===== config.mk =====
export PLATFORM = sky130hd
export DESIGN_NAME = ascii_to_binary
export DESIGN_NICKNAME = d
export VERILOG_FILES = /design/src/rtl/seq_num_checker_pkg.sv /design/src/rtl/seq_num_checker_ascii_to_binary.sv
export SDC_FILE = /design/constraint.sdc
export NUM_CORES = 1
export LEC_CHECK = 0
export ABC_CLOCK_PERIOD_IN_PS = 3600
export CAP_MARGIN = 10
export CORE_UTILIZATION = 28
export DETAILED_ROUTE_END_ITERATION = 12
export PLACE_DENSITY = 0.51
export SETUP_SLACK_MARGIN = 0.2
export SLEW_MARGIN = 10
export SYNTH_ARGS = -nofsm -noshare
export SYNTH_HDL_FRONTEND = slang
export SYNTH_SLANG_ARGS = --single-unit

===== constraint.sdc =====
create_clock -name clk -period 3.6 [get_ports clk]
set_input_delay 0.54 -clock clk [delete_from_list [all_inputs] [get_ports clk]]
set_output_delay 0.54 -clock clk [all_outputs]
set_load 0.01 [all_outputs]

===== src/rtl/seq_num_checker_pkg.sv =====
// Shared constants and types for the FIX sequence-number path (generator and checker).
package seq_num_checker_pkg;
    localparam int          SEQ_WIDTH_DEF  = 32;
    localparam int          MAX_DIGITS_DEF = 10;
    localparam logic [7:0]  SOH            = 8'h01;

    typedef enum logic [2:0] {
        ST_OK       = 3'd0,
        ST_GAP      = 3'd1,
        ST_LOW      = 3'd2,
        ST_FORMAT   = 3'd3,
        ST_OVERFLOW = 3'd4
    } status_e;

    typedef enum logic [1:0] {
        IDLE   = 2'd0,
        ACCUM  = 2'd1,
        DRAIN  = 2'd2,
        REPORT = 2'd3
    } chk_state_e;

    function automatic logic is_digit(input logic [7:0] c);
        return (c >= 8'h30) && (c <= 8'h39);
    endfunction
endpackage


===== src/rtl/seq_num_checker_ascii_to_binary.sv =====
// Decimal ASCII digit accumulator with sticky overflow on value range or digit count.
module ascii_to_binary
    import seq_num_checker_pkg::*;
#(
    parameter int SEQ_WIDTH  = SEQ_WIDTH_DEF,
    parameter int MAX_DIGITS = MAX_DIGITS_DEF,
    parameter int CW         = $clog2(MAX_DIGITS + 1)
) (
    input  logic                 clk,
    input  logic                 rst,
    input  logic                 clear,
    input  logic                 digit_valid,
    input  logic [3:0]           digit,
    output logic [SEQ_WIDTH-1:0] value,
    output logic                 overflow,
    output logic [CW-1:0]        count
);
    localparam logic [CW-1:0] MAX_CNT = CW'(MAX_DIGITS);

    logic [SEQ_WIDTH+3:0] ext;
    logic [SEQ_WIDTH+3:0] next_val;
    logic                 next_ovf;

    // acc*10+digit is kept 4 bits wider so range overflow is seen, not truncated away
    always_comb begin
        ext      = {4'b0, value};
        next_val = (ext << 3) + (ext << 1) + {{SEQ_WIDTH{1'b0}}, digit};
        next_ovf = (count >= MAX_CNT) || (next_val[SEQ_WIDTH+3:SEQ_WIDTH] != 4'b0);
    end

    always_ff @(posedge clk) begin
        if (rst || clear) begin
            value    <= '0;
            count    <= '0;
            overflow <= 1'b0;
        end else if (digit_valid && !overflow) begin
            if (next_ovf) begin
                overflow <= 1'b1;
            end else begin
                value <= next_val[SEQ_WIDTH-1:0];
                count <= count + 1'b1;
            end
        end
    end
endmodule


==> run metrics <==
largest cells by area after synthesis=ha_1 (21%), dfxtp_1 (19%), mux2i_1 (8.1%); Multi-input gate area=roughly 0.0032 sq mm; period utilisation layout=1.01; Initial DRT Pass Iterations=4; worst hold path stage count=2; Critical Path Source Type=input port; CP Data Arrival Time=3.82 ns; register area share after synthesis=0.187; Die Area=0.0146 sq mm; fill cell count=between 1000 and 1500; Post-DP Area=0.00484 sq mm; XOR/XNOR Fraction of Synth Area=0.0375; clk slew on worst S/H paths=0.06 ns; unrepaired setup endpoints after global routing=true; maximum fanout along the worst path=7; largest family of logic cells by synthesized area=compound AO/OA/AOI/OAI gates; ys flop type=dfxtp_1; largest area contributor in the netlist=ha_1; vias in the first global route=3805; fin area=0.00521 sq mm; Power Density=188 mW/mm^2; Max Cap Viol=0; DR iter-0 viols=157; Yosys top cell area share=0.205; core area=0.0138 sq mm; Cells after DPL=734; HPWL after detailed placement=8.76 mm; Initial Util=0.287; # rows=43; WP data required=about 3.8 ns; CTS tree=yes; EDFF count, synth=0; FF+latch count, synth=37; Peak VDD IR=142 uV; Global Route Usage Sum=0.163; fmax=0.275 GHz; Distinct cells, synth=57; simple-gate portion of the synthesized area=0.208; Leak Pwr=2.45 nW; Area Growth Syn to Fin=31.4%; Final GP Congestion=0.859; outcome=finished with violations; Ports=45; HP Class=register to register; final setup vio count=23; Reg2Reg Setup Slack=-0.04 ns; Post-Synth Adder-Cell Area=0.215; nets=642; Synthesis Warnings=0; clock skew=0.00562 ns; synthesized area per cell=roughly 8 sq um; total CTS buffers=5; Via density=5.20; Clock Tree Buf Depth=2; Synth async-reset ratio=0; routed vias=3892; final worst-path setup slack=-0.0402 ns; length in cells of the worst reg-to-reg path=11; post-route insts no fill=748; pin count of the biggest net entering global routing=26; Die Span X=121 um; Syn Nets=563; initial antenna violation count=0; endpoint class of the critical path=register; post-route ant nets=0; Mapped Cells=488; mux share of post-synthesis cell area=0.0845; DR WL/cell=15.3 um; compound-cell area share of the yosys netlist=0.215; most frequent cells in the layout=nand2_1 (78), ha_1 (61), clkdlybuf4s50_1 (41); ANT cells=0; layout cells sized above 1=0.169; chip height=121 um; Hold Fails Final Rpt=0; WL final=11.4 mm; clk_lat worst skew=0.29 ns; Slew headroom=0.640; DRC Markers=0; CTS sink cnt=37; gr ovfl total=0; most common cell after layout, fill and taps aside=nand2_1; Least-Margin Pin Slew=about 0.53 ns; Pins Over Slew Limit=0; CTS Hold Bufs=0; Clock Tree Root=clkbuf_16; Sequential Area=748 sq um; Port Buf Inserts=44; violated checks=setup timing; worst setup path class=input port to register; first-pass GRT wire length=between 15 and 20 mm; area of the mapped netlist=0.00397 sq mm; # H-tree levels=2; Final min period=3.64 ns
-- worst max-delay path, cell delays in order --
cell	delay [ns]
buf_2	0.13
inv_8	0.03
fa_1	0.55
inv_1	0.05
ha_1	0.30
a21oi_2	0.17
nor2_1	0.09
o311a_1	0.40
o21ai_1	0.22
nor3_1	0.09
nand2b_1	0.20
or4_4	0.70
mux2_4	0.34
-- layer usage --
| metal | routed length, um | up-vias | track usage |
|---|---|---|---|
| met5 | 0 | - | 0 |
| met4 | 133 | 0 | 0.0502 |
| met3 | 282 | 9 | 0.0249 |
| met2 | 5430 | 51 | 0.275 |
| met1 | 5600 | 1860 | 0.212 |
| li1 | - | 1972 | - |
-- through the flow --
stage                     worst slack (ns)  hold WS (ns)  TNS (ns)  power, mW  utilization
final                              -0.0402         0.470    -0.283      0.981        0.377
after detailed placement            -0.779         0.461    -26.16      0.524        0.350
after CTS                           -0.101         0.468     -2.49      0.993        0.368
after floorplan                     0.0618         0.483         0      0.489            -
after global routing                -0.155         0.492     -4.44       1.02        0.377
after global placement              -0.695         0.461    -23.51      0.523        0.350
-- cells by family (layout without fill, tap and decap cells) --
group,Yosys count,in the layout
and+or+nand+nor,171,172
AOI/OAI and AO/OA,125,125
adders and majority gates,67,67
buffers and inverters,38,117
DFF,37,37
muxes,33,33
xor gates and xnor gates,17,17
-- what timing repair did --
| item | CTS | global route |
|---|---|---|
| setup endpoints to repair | 37 | 37 |
| buffers inserted | 2 | 1 |
| gates resized for setup | 25 | 19 |
| cloned | 2 | 1 |
| pin swaps | 12 | 9 |
-- Yosys cell counts (3+ instances only) --
| master | count |
|---|---|
| a211o_1 | 4 |
| nand2_1 | 78 |
| nor4_1 | 4 |
| o2111ai_1 | 4 |
| o211ai_1 | 6 |
| buf_12 | 3 |
| nor3_1 | 6 |
| or2_2 | 3 |
| nand4_1 | 9 |
| a21o_1 | 17 |
| nand3_1 | 11 |
| o21bai_1 | 3 |
| clkbuf_1 | 14 |
| nor2_1 | 19 |
| and3_1 | 10 |
| and2_1 | 7 |
| or3_1 | 10 |
| ha_1 | 65 |
| xor2_1 | 5 |
| mux2i_1 | 32 |
| a21oi_1 | 28 |
| a31oi_1 | 7 |
| o21ai_0 | 18 |
| o31ai_1 | 4 |
| dfxtp_1 | 37 |
| inv_1 | 17 |
| nor2b_1 | 6 |
| o21a_1 | 8 |
| o21ai_1 | 4 |
| xnor2_1 | 12 |
-- flip-flops by register name, indices dropped and copies added, names as in the netlist --
register and count:
count 4, overflow 1, value 32
-- final cells by class --
type / instances / area share
clock inverters: 3 / 0.00336
multi-input cells: 414 / 0.605
flip-flops and latches: 37 / 0.144
inverters: 17 / 0.0137
repair buffers: 92 / 0.167
clock buffers: 5 / 0.0240
well taps: 180 / 0.0432
-- worst paths after layout --
path | start | endpoint
worst min register to register | count[3] | count[3]
worst max register to register | value[5] | value[24]
worst min-delay path | count[3] | count[3]
worst max-delay path | digit[3] | value[24]
-- power breakdown --
group	switching, mW	leakage, nW	total, mW	internal [mW]
Sequential	0.00373	0.301	0.416	0.412
Combinational	0.0582	2.08	0.114	0.0561
Clock	0.196	0.0696	0.451	0.254
Power figures use the tool's default switching activity.
